--- config.mk ---
export PLATFORM = sky130hd
export DESIGN_NAME = seq_cla_adder_flat
export DESIGN_NICKNAME = d
export VERILOG_FILES = /design/src/rtl/seq_cla_adder_if.sv /design/src/rtl/seq_cla_adder.sv /design/src/flat_wrapper.sv
export SDC_FILE = /design/constraint.sdc
export NUM_CORES = 1
export LEC_CHECK = 0
export ABC_AREA = 1
export BUFFER_PORTS_ARGS = -buffer_cell sky130_fd_sc_hd__buf_2
export CAP_MARGIN = 40
export CORE_ASPECT_RATIO = 0.7
export CORE_MARGIN = 10
export CORE_UTILIZATION = 50
export DETAILED_ROUTE_END_ITERATION = 7
export GPL_ROUTABILITY_DRIVEN = 0
export GPL_TIMING_DRIVEN = 0
export PLACE_DENSITY_LB_ADDON = 0.1
export SYNTH_ARGS = -nofsm -noshare
export SYNTH_HDL_FRONTEND = slang
export SYNTH_SLANG_ARGS = --single-unit
--- constraint.sdc ---
create_clock -name clk -period 2.3 [get_ports clk]
set_input_delay 0.69 -clock clk [delete_from_list [all_inputs] [get_ports clk]]
set_output_delay 0.69 -clock clk [all_outputs]
set_load 0.05 [all_outputs]
--- src/rtl/seq_cla_adder_if.sv ---
// Request/result bundle for the multi-cycle CLA adder/subtractor.
// The requester drives the master side; the adder implements the slave side.
interface seq_cla_adder_if #(
    parameter int WIDTH = 16
);
    logic             en;
    logic             sub;
    logic             c_in;
    logic [WIDTH-1:0] a;
    logic [WIDTH-1:0] b;
    logic [WIDTH-1:0] result;
    logic             c_out;
    logic             overflow;
    logic             zero;
    logic             ready;
    logic             busy;

    modport master (
        output en, sub, c_in, a, b,
        input  result, c_out, overflow, zero, ready, busy
    );

    modport slave (
        input  en, sub, c_in, a, b,
        output result, c_out, overflow, zero, ready, busy
    );
endinterface

--- src/rtl/seq_cla_adder.sv ---
// Multi-cycle adder/subtractor: one BLOCK-bit carry-lookahead slice per clock,
// with the inter-slice carry held in a register.
//
// state | meaning
// IDLE  | waiting for en; operands captured on the edge that sees en=1
// CALC  | one slice per edge, LSB slice first; en low aborts
// DONE  | result and flags valid (ready=1) until en drops
module seq_cla_adder #(
    parameter int WIDTH = 16,
    parameter int BLOCK = 4
) (
    input logic           clk,
    input logic           rst,
    seq_cla_adder_if.slave bus
);
    localparam int NBLK = WIDTH / BLOCK;
    localparam int IDXW = (NBLK > 1) ? $clog2(NBLK) : 1;
    localparam logic [IDXW-1:0] LAST_IDX = IDXW'(NBLK - 1);

    typedef enum logic [1:0] {IDLE, CALC, DONE} state_t;

    state_t           state;
    logic [WIDTH-1:0] opa;
    logic [WIDTH-1:0] opb;
    logic             carry;
    logic [IDXW-1:0]  idx;

    logic [BLOCK-1:0] sl_a;
    logic [BLOCK-1:0] sl_b;
    logic [BLOCK-1:0] sl_g;
    logic [BLOCK-1:0] sl_p;
    logic [BLOCK-1:0] sl_sum;
    logic [BLOCK:0]   sl_c;
    logic [WIDTH-1:0] result_next;

    // Each slice carry is a flat sum of generate/propagate products, not a ripple.
    always_comb begin
        sl_a    = opa[idx*BLOCK +: BLOCK];
        sl_b    = opb[idx*BLOCK +: BLOCK];
        sl_g    = sl_a & sl_b;
        sl_p    = sl_a ^ sl_b;
        sl_c    = '0;
        sl_c[0] = carry;
        for (int i = 0; i < BLOCK; i++) begin
            logic acc;
            logic pp;
            acc = sl_g[i];
            pp  = sl_p[i];
            for (int j = i - 1; j >= 0; j--) begin
                acc = acc | (pp & sl_g[j]);
                pp  = pp & sl_p[j];
            end
            sl_c[i+1] = acc | (pp & carry);
        end
        sl_sum      = sl_p ^ sl_c[BLOCK-1:0];
        result_next = bus.result;
        result_next[idx*BLOCK +: BLOCK] = sl_sum;
    end

    always_ff @(posedge clk or posedge rst) begin
        if (rst) begin
            state        <= IDLE;
            opa          <= '0;
            opb          <= '0;
            carry        <= 1'b0;
            idx          <= '0;
            bus.result   <= '0;
            bus.c_out    <= 1'b0;
            bus.overflow <= 1'b0;
            bus.zero     <= 1'b0;
            bus.ready    <= 1'b0;
            bus.busy     <= 1'b0;
        end else begin
            case (state)
                IDLE: begin
                    if (bus.en) begin
                        opa          <= bus.a;
                        opb          <= bus.sub ? ~bus.b : bus.b;
                        // subtract is A + ~B + 1, so the incoming carry is forced high
                        carry        <= bus.sub | bus.c_in;
                        idx          <= '0;
                        bus.result   <= '0;
                        bus.c_out    <= 1'b0;
                        bus.overflow <= 1'b0;
                        bus.zero     <= 1'b0;
                        bus.ready    <= 1'b0;
                        bus.busy     <= 1'b1;
                        state        <= CALC;
                    end
                end
                CALC: begin
                    if (!bus.en) begin
                        bus.busy  <= 1'b0;
                        bus.ready <= 1'b0;
                        state     <= IDLE;
                    end else begin
                        bus.result <= result_next;
                        carry      <= sl_c[BLOCK];
                        idx        <= idx + IDXW'(1);
                        if (idx == LAST_IDX) begin
                            bus.c_out    <= sl_c[BLOCK];
                            bus.overflow <= sl_c[BLOCK] ^ sl_c[BLOCK-1];
                            bus.zero     <= (result_next == '0);
                            bus.ready    <= 1'b1;
                            bus.busy     <= 1'b0;
                            state        <= DONE;
                        end
                    end
                end
                DONE: begin
                    if (!bus.en) begin
                        bus.ready <= 1'b0;
                        state     <= IDLE;
                    end
                end
                default: state <= IDLE;
            endcase
        end
    end
endmodule

--- src/flat_wrapper.sv ---
// flat-port wrapper written by rule: the top's interface ports become plain ports
module seq_cla_adder_flat 
#(
    parameter int WIDTH = 16,
    parameter int BLOCK = 4
)
  (clk, rst, bus_en, bus_sub, bus_c_in, bus_a, bus_b, bus_result, bus_c_out, bus_overflow, bus_zero, bus_ready, bus_busy);
  seq_cla_adder_if #(.WIDTH(WIDTH)) bus_i ();
  input logic clk;
  input logic rst;
  input wire logic [$bits(bus_i.en)-1:0] bus_en;
  input wire logic [$bits(bus_i.sub)-1:0] bus_sub;
  input wire logic [$bits(bus_i.c_in)-1:0] bus_c_in;
  input wire logic [$bits(bus_i.a)-1:0] bus_a;
  input wire logic [$bits(bus_i.b)-1:0] bus_b;
  output wire logic [$bits(bus_i.result)-1:0] bus_result;
  output wire logic [$bits(bus_i.c_out)-1:0] bus_c_out;
  output wire logic [$bits(bus_i.overflow)-1:0] bus_overflow;
  output wire logic [$bits(bus_i.zero)-1:0] bus_zero;
  output wire logic [$bits(bus_i.ready)-1:0] bus_ready;
  output wire logic [$bits(bus_i.busy)-1:0] bus_busy;
  assign bus_i.en = bus_en;
  assign bus_i.sub = bus_sub;
  assign bus_i.c_in = bus_c_in;
  assign bus_i.a = bus_a;
  assign bus_i.b = bus_b;
  assign bus_result = bus_i.result;
  assign bus_c_out = bus_i.c_out;
  assign bus_overflow = bus_i.overflow;
  assign bus_zero = bus_i.zero;
  assign bus_ready = bus_i.ready;
  assign bus_busy = bus_i.busy;
  seq_cla_adder #(.WIDTH(WIDTH), .BLOCK(BLOCK)) u_core (.clk(clk), .rst(rst), .bus(bus_i));
endmodule
======== Word level (Yosys, flattened, before mapping) ========
Cells that the tools add are included.
word-level totals
  register bits ........................... 58
  latch bits .............................. 0
  memory bits (writable) .................. 0
  ROM bits ................................ 0
  input port bits ......................... 37
  output and inout bits ................... 21
  logic and storage cells ................. 101
  memories ................................ 0
operators by class
  $add $sub $neg .......................... 2
  $mul .................................... 0
  div/mod/pow operators ................... 0
  $lt $le $gt $ge ......................... 0
  equal/unequal tests ..................... 8
  shift operators ......................... 4
  multiplexer cells ....................... 34
  bitwise logic cells ..................... 32
  reduce and logical (&&, ||, !) cells .... 10
operator list
  operator                                                                 number
  16-bit two-way mux                                                       3
  4-bit negator with 34-bit output                                         1
  4-bit by 34-bit variable shift with 16-bit output, first input constant  1
  4-bit by 34-bit variable part select with 16-bit output                  1
  16-bit case mux with 2 select lines                                      1
  16-bit by 5-bit variable part select with 4-bit output                   2
  1-bit bitwise AND                                                        16
  16-bit bitwise mux                                                       1
  16-bit logical NOT                                                       1
  16-bit inverter                                                          1
  1-bit two-way mux                                                        15
  2-bit two-way mux                                                        6
  1-bit bitwise OR                                                         11
  1-bit case mux with 2 select lines                                       5
  3-bit AND reduction                                                      3
  4-bit AND reduction                                                      2
  4-bit XOR                                                                2
  2-bit inequality test, second input constant                             3
  2-bit case mux with 3 select lines                                       1
  4-bit bitwise AND                                                        1
  2-bit equality test, second input constant                               2
  2-bit case mux with 2 select lines                                       1
  3-bit by 2-bit inequality test with 1-bit output, second input constant  1
  1-bit case mux with 3 select lines                                       1
  8 further kinds                                                          8

======== Longest topological paths before layout ========
Gate-level depths: netlist (run 1).
  depth after elaboration ................. 13
  mapped depth ............................ 19
  depth with buffers taken out ............ 16

======== Worst setup path after synthesis (run 1) ========
No wires, ideal clock.
  path kind ............................... register to register
  start point ............................. register u_core.idx[0]
  end point ............................... register u_core.bus.zero
  setup time .............................. 0.066 ns
  arrival ................................. 2.473 ns
  data required time ...................... 2.234 ns
  path slack .............................. -0.239 ns
  cell stages (with the launch flop) ...... 17
  buffers on the path ..................... 3
  clock period less this slack ............ 2.539 ns
  cell sequence ........................... dfrtp_1 buf_2 inv_1 buf_2 buf_2 nor2_1 o22ai_1 fa_1 nand3_1 o21ai_0 nor2_1 nand2_1 nor2_1 nand2_1 nor2_1 nand4_1 nand2_1
on the way
  word-level cells in the longest chain between the ends .. 13
  elaborated cells on any way between the ends .. 31
  those cells by class .................... add/sub: 1; eq/ne: 2; shift: 4; mux: 4; bitwise: 18; reduce/logical: 2
ends and longest elaborated chain
  what                                                                              RTL line                                  source
  start, declared                                                                   seq_cla_adder.sv:26                       logic [IDXW-1:0] idx;
  start signal, assigned                                                            seq_cla_adder.sv:99                       idx <= idx + IDXW'(1);
  16-bit by 5-bit variable part select with 4-bit output, on equally long branches  seq_cla_adder.sv:38, seq_cla_adder.sv:39
  4-bit XOR / 4-bit bitwise AND (equally long branches)                             seq_cla_adder.sv:41, seq_cla_adder.sv:40
  1-bit bitwise AND, on equally long branches                                       seq_cla_adder.sv:50, seq_cla_adder.sv:51
  1-bit bitwise OR (tied with other cells)                                          seq_cla_adder.sv:50                       acc = acc | (pp & sl_g[j]);
  1-bit bitwise OR / 1-bit bitwise AND (equally long branches)                      seq_cla_adder.sv:50, seq_cla_adder.sv:53
  1-bit bitwise OR                                                                  seq_cla_adder.sv:53                       sl_c[i+1] = acc | (pp & carry);
  4-bit XOR                                                                         seq_cla_adder.sv:55                       sl_sum = sl_p ^ sl_c[BLOCK-1:0];
  4-bit by 34-bit variable part select with 16-bit output                           seq_cla_adder.sv:57                       result_next[idx*BLOCK +: BLOCK] = sl_sum;
  16-bit bitwise mux                                                                seq_cla_adder.sv:57
  16-bit logical NOT                                                                seq_cla_adder.sv:103                      bus.zero <= (result_next == '0);
  1-bit two-way mux                                                                 seq_cla_adder.sv:100                      if (idx == LAST_IDX) begin
  1-bit two-way mux                                                                 seq_cla_adder.sv:92                       if (!bus.en) begin
  1-bit case mux with 2 select lines                                                seq_cla_adder.sv:74                       case (state)
  end signal, assigned                                                              seq_cla_adder.sv:103
  end, declared                                                                     seq_cla_adder_if.sv:25                    output result, c_out, overflow, zero, ready, busy
Several ways; a longest one is shown, not always the timed one. The select of a mux whose other input is x is not followed.
A chain may end at the register's enable or synchronous reset.

======== Worst setup path after layout (run 1) ========
Same ends and word-level chain as after synthesis.

==> results of run 1 <==
state kept, by name, indices dropped and copies added (netlist names):
signal               flops
u_core.idx               2
u_core.bus.result       16
u_core.bus.overflow      1
u_core.carry             1
u_core.bus.ready         1
u_core.state             2
u_core.opa              16
u_core.bus.zero          1
u_core.bus.busy          1
u_core.bus.c_out         1
u_core.opb              16
final timing paths:
check                                from                     to  slack, ns  depth (start not counted)
setup / recovery            u_core.idx[0]        u_core.bus.zero      -0.13                         14
hold / removal                        rst  u_core.bus.result[13]       0.42                          2
setup reg to reg            u_core.idx[0]        u_core.bus.zero      -0.13                         14
hold reg to reg            u_core.opa[11]         u_core.opa[11]       0.47                          2
max in group asynchronous             rst          u_core.opa[1]       1.27                          3
min in group clk           u_core.opa[11]         u_core.opa[11]       0.47                          2
per-layer routing:
| layer | part of all wire | wire (um) | vias to the layer above | global-route usage |
|---|---|---|---|---|
| li1 | - | - | 1441 | - |
| met1 | 0.43 | 3950 | 1396 | 0.242 |
| met2 | 0.46 | 4240 | 151 | 0.289 |
| met3 | 0.094 | 865 | 20 | 0.0800 |
| met4 | 0.017 | 160 | 0 | 0.0556 |
| met5 | 0 | 0 | - | 0 |
metrics by stage:
stage / area (sq um) / util / setup slack (ns) / power, mW / setup TNS, ns
floorplan: 3150 / - / 0.00818 / 3.14 / 0
global placement: 3520 / 0.600 / -0.539 / 3.70 / -35.21
detailed placement: 3540 / 0.603 / -0.614 / 3.78 / -6.04
CTS: 3970 / 0.676 / -0.125 / 5.34 / -0.125
global route: 4140 / 0.705 / -0.293 / 6.30 / -0.840
finish: 4140 / 0.705 / -0.128 / 5.95 / -0.200
worst register-to-register path, delay by kind of cell, from the launching register on:
family	cells	cell delay, ns
compound gates	3	0.49
fa+ha+maj	1	0.33
buf+inv	2	0.27
flops	1	0.46
simple gates	8	0.82
timing repair:
| action | 4_1_cts | 5_1_grt |
|---|---|---|
| resized for setup | 37 | 39 |
| endpoints found under the setup margin | 20 | 12 |
| setup buffers | 10 | 5 |
| hold endpoints to repair | 0 | 0 |
| pin swaps | 19 | 18 |
power groups by stage:
stage | registers [mW] | clock network, mW | logic, mW
finish | 1.51 | 1.16 | 3.29
global route | 1.54 | 1.21 | 3.55
CTS | 1.48 | 1.17 | 2.69
detailed placement | 1.50 | 0 | 2.28
global placement | 1.49 | 0 | 2.21
floorplan | 1.60 | 0 | 1.54
cells by family after synthesis:
| kind of cell | after synthesis | synth area share |
|---|---|---|
| compound gates | 73 | 0.134 |
| xor+xnor | 17 | 0.0477 |
| fa+ha+maj | 12 | 0.0505 |
| buf+inv | 43 | 0.0550 |
| flops | 58 | 0.465 |
| simple gates | 186 | 0.247 |
cell type report:
cell class / instances / area share
tap: 75 / 0.0227
clock buffer: 9 / 0.0299
timing repair buffer: 72 / 0.102
buffer: 14 / 0.0208
sequential: 58 / 0.351
inverter: 27 / 0.0260
multi-input combinational: 288 / 0.420
clock inverter: 7 / 0.0284
cells in the final DEF, fill, tap and decap left out, types with 11 or more instances in the layout:
cell type / synthesis / layout
inv_1: 22 / 20
nor2_1: 35 / 24
xnor2_1: 17 / 17
nand2_1: 124 / 114
buf_4: 0 / 14
buf_2: 8 / 61
o21ai_0: 47 / 37
dfrtp_1: 58 / 56
nand3_1: 15 / 11
==> impl_metrics.py, run 1 <==
metrics = {
    "yosys": {
        "syn_inst": 389,
        "ys_warn_count": 0,
        "syn_area_sq_um": 3120,
        "async_flop_share": 1.00,
        "yosysSeqAreaShare": 0.465,
        "synth-seq-cells": 58,
        "netlist.area_leader.share": 0.465,
        "syn_nets": 438,
        "yosysMostFrequentCell": "nand2_1",
        "synth-edff-count": 0,
        "yosys-top-cells-area": "dfrtp_1 (47%), nand2_1 (15%), o21ai_0 (7.5%)",
        "synth_area_per_cell_sq_um": 8.02,
        "yosys_most_used_dff": "dfrtp_1",
        "ys_top_cells_by_count": "nand2_1 (124), dfrtp_1 (58), o21ai_0 (47)",
        "ys_types": 25,
        "synth_top_cell_by_area": "dfrtp_1",
    },
    "cts": {
        "cts_tree": "done",
        "path_clk_slew_ns": 0.08,
        "clk_latency_ns": 0.36,
        "cts_sinks": 58,
        "cts-root-buf": "clkbuf_8",
        "clockBufferDepth": 2,
        "numCtsBuffers": 9,
        "cts_hold_buf": 0,
        "htree_levels": 3,
    },
    "pwr": {
        "ir_drop_v": 0.000747,
        "pwr-share-clk": 0.195,
        "p_sw_frac": 0.452,
        "power_per_cell_area_nw_per_um2": 1440,
        "p_switching_mw": 2.69,
        "power.share.combinational": 0.552,
        "p_seq_frac": 0.253,
        "p_leak_nw": 2.09,
        "p_int_mw": 3.26,
    },
    "place": {
        "dp.cells": 521,
        "port_buffers": 56,
        "hpwl_mm": 6.21,
    },
    "floorplan": {
        "die_h_um": 86.1,
        "ios": 58,
        "dieArea_sq_um": 9850,
        "core-area_sq_um": 5870,
        "num_rows": 23,
        "start_util": 0.531,
        "fp.dieW_um": 114,
    },
    "sta": {
        "finalSetupViolCount": 2,
        "hold_slack_ns": 0.425,
        "slew_headroom": 0.549,
        "min_period_ns": 2.43,
        "fin_skew_ns": 0.0113,
        "fmax_ghz": 0.412,
        "hold_viol_final": 0,
        "drv_slew": 0,
        "tightest_slew_ns": 0.675,
        "grt_setup_unrepaired": "true",
        "finalCritPeriodShare": 1.06,
        "fin_ws_ns": -0.128,
    },
    "final_layout": {
        "area_delta_synth_final_pct": 32.8,
        "nFillCells": 485,
        "multi_input_area_sq_um": 1740,
        "drive_gt1_frac": 0.320,
        "fin_cells": 550,
        "seq_area_sq_um": 1450,
        "antenna_cells": 0,
        "nNetsFinal": 519,
    },
    "drt": {
        "vias": 3008,
        "vias_per_cell": 5.47,
        "wl_per_cell_um": 16.8,
        "drt_pass1_iterations": 5,
        "drtIter0Drc": 191,
        "drt_wl_total_mm": 9.22,
        "drc": 0,
        "ant_nets": 0,
    },
    "worst_setup_path": {
        "crit_family": "simple AND/OR/NAND/NOR gates",
        "slowest_delay_ns": 0.46,
        "slowest_stage": "dfrtp_2",
        "crit_arrival_ns": 2.73,
        "path_cells": "buf_4 > o21ai_1 > o22ai_2 > ha_4 > inv_1 > nand2_1 > nand2_2 > nand4_1 > o21ai_0 > nor2_1 > nand3_1 > nor2_1 > nand4_1 > nand2_1",
        "crit_fanout": 10,
        "critPathBufInv": 2,
        "cp-end-kind": "register",
        "crit_type": "register to register",
        "worstPathRequired_ns": 2.60,
        "start_kind": "register",
    },
    "outcome": {
        "violations": "setup timing",
        "status": "finished, violations left",
    },
    "global_routing": {
        "antenna_found_initial": 0,
        "grt_pass1_wl_mm": 15.1,
        "grt.total_usage": 0.191,
        "grt_start_max_net_pins": 31,
        "first_global_vias": 3054,
        "gr-total-overflow": 0,
    },
    "min_path": {
        "hold_class": "primary input to asynchronous set/reset pin",
    },
    "run": {
        "maxCapViolCount": 0,
    },
}
Note: power is estimated with default switching activity, not from simulation.
==> run 2: changes to the inputs <==
--- a/config.mk
+++ b/config.mk
@@ -14,7 +14,7 @@
 export DETAILED_ROUTE_END_ITERATION = 7
 export GPL_ROUTABILITY_DRIVEN = 0
 export GPL_TIMING_DRIVEN = 0
-export PLACE_DENSITY_LB_ADDON = 0.1
+export PLACE_DENSITY_LB_ADDON = 0.12
 export SYNTH_ARGS = -nofsm -noshare
 export SYNTH_HDL_FRONTEND = slang
 export SYNTH_SLANG_ARGS = --single-unit
==> run 2 against run 1 <==
Effect of this change:
- the flow still finishes with violations (setup timing)
- die area unchanged
- register-to-register slack got worse by 0.06 ns
- critical path type unchanged
- wire length decreased by 2.3%
- sequential share of layout area increased by 0.79 points
- count of clock-buffer cells in the layout increased by 3
==> impl_metrics.py, run 2 (synthesis results as in run 1) <==
metrics = {
    "cts": {
        "cts-root-buf": "clkbuf_8",
        "clockBufferDepth": 2,
        "cts_sinks": 58,
        "cts_tree": "done",
        "path_clk_slew_ns": 0.06,
        "numCtsBuffers": 9,
        "clk_latency_ns": 0.34,
        "htree_levels": 3,
    },
    "worst_setup_path": {
        "path_cells": "inv_2 > buf_8 > buf_8 > nor2_4 > o22ai_4 > fa_2 > nand3_2 > o22ai_1 > nor2_1 > nand2_1 > nor2_1 > nand2_1 > nor2_1 > nand4_1 > nand2_1",
        "crit_arrival_ns": 2.77,
        "crit_type": "register to register",
        "cp-end-kind": "register",
        "slowest_stage": "fa_2",
        "reg2reg_from": "u_core.idx[0]",
        "worstPathRequired_ns": 2.58,
        "crit_family": "simple AND/OR/NAND/NOR gates",
        "crit_start": "u_core.idx[0]",
        "start_kind": "register",
        "slowest_delay_ns": 0.52,
        "critPathBufInv": 3,
        "crit_fanout": 6,
    },
    "pwr": {
        "ir_drop_v": 0.000614,
        "power_per_cell_area_nw_per_um2": 1370,
        "p_leak_nw": 2.09,
        "p_total_mw": 5.53,
    },
    "sta": {
        "fin_skew_ns": 0.00843,
        "tightest_slew_ns": 0.492,
        "drv_slew": 0,
        "hold_slack_ns": 0.352,
        "fmax_ghz": 0.402,
        "grt_setup_unrepaired": "true",
        "hold_viol_final": 0,
        "min_period_ns": 2.49,
        "finalSetupViolCount": 2,
        "finalCritPeriodShare": 1.08,
        "fin_ws_ns": -0.189,
        "slew_headroom": 0.672,
    },
    "global_routing": {
        "gr-usage-met3": 0.0550,
        "grt_pass1_wl_mm": 14.4,
        "grt_start_max_net_pins": 40,
        "grt.total_usage": 0.181,
        "antenna_found_initial": 0,
        "gr-total-overflow": 0,
        "grtUsageMet2": 0.261,
        "first_global_vias": 2898,
        "grt_util_met1": 0.250,
        "grt-busiest-layer": "met2",
    },
    "final_layout": {
        "utilization": 0.690,
        "antenna_cells": 0,
        "area_delta_synth_final_pct": 29.8,
        "layout_common_cells": "nand2_1 (114), buf_2 (61), dfrtp_1 (56), o21ai_0 (37), nor2_1 (29)",
        "drive_gt1_frac": 0.303,
        "nNetsFinal": 523,
        "top_regs": "u_core.bus.result: 16 flops, u_core.opa: 16 flops, u_core.opb: 16 flops",
        "layout_commonest_cell": "nand2_1",
        "fin_cells": 553,
    },
    "floorplan": {
        "fp.dieW_um": 114,
        "start_util": 0.531,
        "die_h_um": 86.1,
        "num_rows": 23,
        "dieArea_sq_um": 9850,
        "ios": 58,
        "core-area_sq_um": 5870,
    },
    "drt": {
        "drc": 0,
        "wl_per_cell_um": 16.3,
        "drt_wl_total_mm": 9.01,
        "drt_pass1_iterations": 5,
        "vias": 2981,
        "drtIter0Drc": 217,
        "vias_per_cell": 5.39,
        "ant_nets": 0,
    },
    "outcome": {
        "violations": "setup timing",
        "status": "finished, violations left",
    },
    "place": {
        "place_ws_ns": -0.603,
        "hpwl_mm": 6.06,
        "dp.cells": 521,
        "port_buffers": 56,
    },
    "run": {
        "maxCapViolCount": 0,
    },
    "min_path": {
        "hold_class": "primary input to asynchronous set/reset pin",
    },
}
==> run 2: cell types whose count changed in the layout (fill, tap and decap cells not counted), moves of 3 or more <==
cell and delta:
nor2_1 +5, buf_6 -3, bufinv_16 -3, clkbuf_8 +3, clkinvlp_4 -3, nor2_2 -3, o21ai_1 +3
==> run 2: per-stage QoR <==
step | setup TNS (ns) | cell area (sq um)
floorplan | 0 | 3150
global placement | -35.63 | 3520
detailed placement | -5.10 | 3540
CTS | -0.186 | 3960
global route | -0.692 | 4050
finish | -0.281 | 4050
==> run 2: cell type report <==
| type | count | area [sq um] |
|---|---|---|
| plain buffers | 15 | 98.8 |
| well taps | 75 | 93.8 |
| multi-input cells | 288 | 1660 |
| inverters | 27 | 103 |
| flip-flops and latches | 58 | 1450 |
| clock inverters | 3 | 15.0 |
| fillers | 497 | 1820 |
| repair buffers | 75 | 468 |
| clock buffers | 12 | 155 |
==> run 2: path summary, 6_finish.rpt <==
| kind | endpoint | slack (ns) | cells after the start |
|---|---|---|---|
| min reg2reg | u_core.bus.zero | 0.47 | 2 |
| min in group clk | u_core.bus.zero | 0.47 | 2 |
| max reg2reg | u_core.bus.zero | -0.19 | 15 |
| min | u_core.bus.result[13] | 0.35 | 2 |
| max in group asynchronous | u_core.idx[0] | 1.38 | 3 |
| max | u_core.bus.zero | -0.19 | 15 |
==> run 2: routing by layer <==
layer,share of wire,vias to the layer above
met4,0.013,0
met2,0.45,118
li1,-,1445
met3,0.086,14
met5,0,-
met1,0.45,1404
==> run 2: timing repair <==
action	4_1_cts	5_1_grt
hold buffers	0	0
resized for setup	39	17
endpoints found under the hold margin	0	0
endpoints found under the setup margin	20	13
pin swaps	21	5
buffers inserted	14	3
gates cloned	1	0
==> run 2: where the power goes <==
part	switching (mW)	total (mW)	leakage [nW]	internal [mW]
logic	1.96	3.22	1.26	1.25
clock network	0.392	0.830	0.0920	0.438
registers	0.196	1.49	0.745	1.29
==> run 2: worst register-to-register path, cell delays in order (launching register included) <==
cell and delay [ns]:
dfrtp_2 0.44, inv_2 0.08, buf_8 0.14, buf_8 0.13, nor2_4 0.04, o22ai_4 0.21
fa_2 0.53, nand3_2 0.11, o22ai_1 0.09, nor2_1 0.10, nand2_1 0.08, nor2_1 0.10
nand2_1 0.06, nor2_1 0.08, nand4_1 0.13, nand2_1 0.10
==> run 3: changes to the inputs <==
--- a/config.mk
+++ b/config.mk
@@ -5,13 +5,12 @@
 export SDC_FILE = /design/constraint.sdc
 export NUM_CORES = 1
 export LEC_CHECK = 0
-export ABC_AREA = 1
-export BUFFER_PORTS_ARGS = -buffer_cell sky130_fd_sc_hd__buf_2
 export CAP_MARGIN = 40
 export CORE_ASPECT_RATIO = 0.7
 export CORE_MARGIN = 10
 export CORE_UTILIZATION = 50
 export DETAILED_ROUTE_END_ITERATION = 7
+export DONT_BUFFER_PORTS = 1
 export GPL_ROUTABILITY_DRIVEN = 0
 export GPL_TIMING_DRIVEN = 0
 export PLACE_DENSITY_LB_ADDON = 0.12
==> constraint.sdc (replaced) <==
create_clock -name clk -period 2.6 [get_ports clk]
set_input_delay 0.78 -clock clk [delete_from_list [all_inputs] [get_ports clk]]
set_output_delay 0.78 -clock clk [all_outputs]
set_load 0.05 [all_outputs]
==> run 3 against run 2 <==
Effect of this change:
- the run now ends clean
- register-to-register slack better by 0.19 ns
- clock power down 7.6%
- sequential power down 18%
- critical endpoint unchanged
- largest power group unchanged
- highest routed layer unchanged
==> impl_metrics.py, run 3 <==
metrics = {
    "floorplan": {
        "start_util": 0.520,
        "fp.dieW_um": 113,
        "ios": 58,
        "num_rows": 23,
        "core-area_sq_um": 5780,
        "dieArea_sq_um": 9570,
        "die_h_um": 84.9,
    },
    "worst_setup_path": {
        "endpoint": "u_core.bus.zero",
        "crit_arrival_ns": 2.83,
        "rr_endpoint": "u_core.bus.zero",
        "reg2reg_slack_ns": 0.006,
        "crit_type": "register to register",
        "slowest_delay_ns": 0.57,
        "critPathBufInv": 1,
        "rr_worst_depth": 8,
        "crit_start": "u_core.idx[0]",
        "path_cells": "buf_6 > mux4_2 > fa_2 > nor2b_2 > a41oi_2 > nor2_1 > o31a_1 > o31ai_2",
        "slowest_stage": "mux4_2",
        "start_kind": "register",
        "worstPathRequired_ns": 2.84,
        "crit_family": "compound AO/OA/AOI/OAI gates",
        "reg2reg_from": "u_core.idx[0]",
        "cp-end-kind": "register",
        "cp.depth": 8,
        "crit_fanout": 5,
    },
    "yosys": {
        "ys_types": 47,
        "yosysMostFrequentCell": "dfrtp_1",
        "syn_nets": 314,
        "ys_warn_count": 0,
        "yosysSeqAreaShare": 0.482,
        "ys_top_cells_by_count": "dfrtp_1 (58), nor2_1 (26), a21oi_1 (22)",
        "synth_top_cell_by_area": "dfrtp_1",
        "async_flop_share": 1.00,
        "synth-seq-cells": 58,
        "netlist.area_leader.share": 0.482,
        "syn_inst": 265,
        "syn_area_sq_um": 3010,
        "yosys-top-cells-area": "dfrtp_1 (48%), mux2_2 (6.0%), mux4_2 (6.0%)",
        "synth_area_per_cell_sq_um": 11.4,
        "synth-edff-count": 0,
        "yosys_most_used_dff": "dfrtp_1",
    },
    "run": {
        "maxCapViolCount": 0,
    },
    "final_layout": {
        "nFillCells": 485,
        "nNetsFinal": 333,
        "seq_area_sq_um": 1450,
        "layout_common_cells": "dfrtp_1 (58), nor2_1 (26), a21oi_1 (21), xnor2_1 (16), mux2_2 (16)",
        "area_delta_synth_final_pct": 14.8,
        "layout_commonest_cell": "dfrtp_1",
        "multi_input_area_sq_um": 1520,
        "utilization": 0.597,
        "drive_gt1_frac": 0.273,
        "antenna_cells": 0,
        "top_regs": "u_core.bus.result: 16 flops, u_core.opa: 16 flops, u_core.opb: 16 flops",
    },
    "pwr": {
        "pwr-share-clk": 0.236,
        "ir_drop_v": 0.000352,
        "p_int_mw": 2.04,
        "p_total_mw": 3.25,
        "power_per_cell_area_nw_per_um2": 941,
        "p_leak_nw": 1.47,
        "p_seq_frac": 0.374,
        "power.share.combinational": 0.390,
        "p_switching_mw": 1.21,
        "p_sw_frac": 0.373,
    },
    "drt": {
        "vias": 2155,
        "drc": 0,
        "wl_per_cell_um": 20.0,
        "drt_wl_total_mm": 7.29,
        "drtIter0Drc": 125,
        "drt_pass1_iterations": 5,
        "ant_nets": 0,
        "vias_per_cell": 5.92,
    },
    "outcome": {
        "status": "complete, no violations",
    },
    "cts": {
        "numCtsBuffers": 9,
        "cts_sinks": 58,
        "cts_hold_buf": 0,
        "clk_latency_ns": 0.34,
        "clockBufferDepth": 2,
        "cts-root-buf": "clkbuf_8",
        "path_clk_slew_ns": 0.07,
        "cts_tree": "done",
        "htree_levels": 3,
    },
    "global_routing": {
        "grt.total_usage": 0.155,
        "antenna_found_initial": 0,
        "grt_start_max_net_pins": 33,
        "first_global_vias": 2150,
        "gr-total-overflow": 0,
        "grt_pass1_wl_mm": 11.9,
    },
    "sta": {
        "finalCritPeriodShare": 0.998,
        "tightest_slew_ns": 0.602,
        "finalSetupViolCount": 0,
        "hold_slack_ns": 0.391,
        "drv_slew": 0,
        "grt_setup_unrepaired": "true",
        "min_period_ns": 2.59,
        "slew_headroom": 0.598,
        "tns_ns": 0,
        "fmax_ghz": 0.385,
        "hold_viol_final": 0,
        "fin_skew_ns": 0.00533,
    },
    "place": {
        "hpwl_mm": 5.28,
        "port_buffers": 0,
    },
    "min_path": {
        "hold_class": "primary input to asynchronous set/reset pin",
    },
}
==> run 3: cell types whose count changed after synthesis, sizes merged, moves of 6 or more <==
| cell | previous run | this run |
|---|---|---|
| a21oi | 1 | 23 |
| clkbuf | 8 | 2 |
| nand4 | 6 | 0 |
| nor2 | 37 | 26 |
| nand3 | 15 | 4 |
| nand2 | 126 | 14 |
| mux4 | 0 | 8 |
| mux2 | 0 | 16 |
| o22ai | 12 | 1 |
| inv | 26 | 9 |
| o21ai | 48 | 18 |
==> run 3: what timing repair did <==
action	4_1_cts	5_1_grt
pin swaps	9	1
endpoints found under the setup margin	12	4
gates resized for setup	12	3
hold endpoints to repair	0	0
setup buffers	7	0
==> run 3: worst min path at each step <==
stage / from / to / slack [ns] / cells after the start
5_1_grt: rst / u_core.bus.result[4] / 0.42 / 1
4_1_cts: rst / u_core.opa[7] / 0.40 / 1
3_5_place_dp: u_core.opa[8] / u_core.opa[8] / 0.49 / 1
3_3_place_gp: u_core.opa[7] / u_core.opa[7] / 0.48 / 1
2_1_floorplan: u_core.opa[10] / u_core.opa[10] / 0.48 / 1
6_report: rst / u_core.bus.result[15] / 0.39 / 1
==> run 3: metal layers <==
metal	part of all wire	wire, um	vias to the layer above	track usage
li1	-	-	996	-
met1	0.47	3440	1061	0.216
met2	0.42	3090	91	0.212
met3	0.097	709	7	0.0710
met4	0.0063	46	0	0.0310
met5	0	0	-	0
==> run 3: layout make-up <==
class,count,share of cell area
inverter,9,0.00978
buffer,13,0.0286
multi-input combinational,185,0.441
tap,75,0.0272
clock inverter,2,0.00290
clock buffer,14,0.0500
sequential,58,0.420
timing repair buffer,8,0.0210
==> run 3: metrics by stage <==
step | area (sq um) | instances | worst slack, ns
after floorplan | 3030 | 265 | 0.0232
after global placement | 3130 | 340 | -0.393
after detailed placement | 3150 | 341 | -0.419
after CTS | 3450 | 364 | 0.0153
after global routing | 3460 | 364 | -0.0751
final | 3460 | 364 | 0.00567
==> run 3: power groups by stage <==
stage	combinational (mW)	sequential (mW)	clock (mW)
finish	1.27	1.22	0.767
global route	1.36	1.23	0.820
CTS	1.23	1.21	0.776
detailed placement	0.999	1.23	0
global placement	0.979	1.23	0
floorplan	0.764	1.20	0
==> run 3: logic make-up (layout without fill, tap and decap cells) <==
family / after synthesis / count (layout) / share of synthesized area
compound gates: 67 / 67 / 0.149
flops: 58 / 58 / 0.482
mux: 25 / 25 / 0.123
simple gates: 62 / 62 / 0.101
buf+inv: 22 / 46 / 0.0366
xor+xnor: 19 / 19 / 0.0553
fa+ha+maj: 12 / 12 / 0.0524
==> run 3: worst reg2reg max path, delay by kind of cell, from the launching register on <==
family                   cells  cell delay [ns]
AO/OA/AOI/OAI                3             0.63
adder cells (fa/ha/maj)      1             0.53
multiplexers                 1             0.57
flip-flops                   1             0.36
AND/OR/NAND/NOR              2             0.25
buffers and inverters        1             0.15
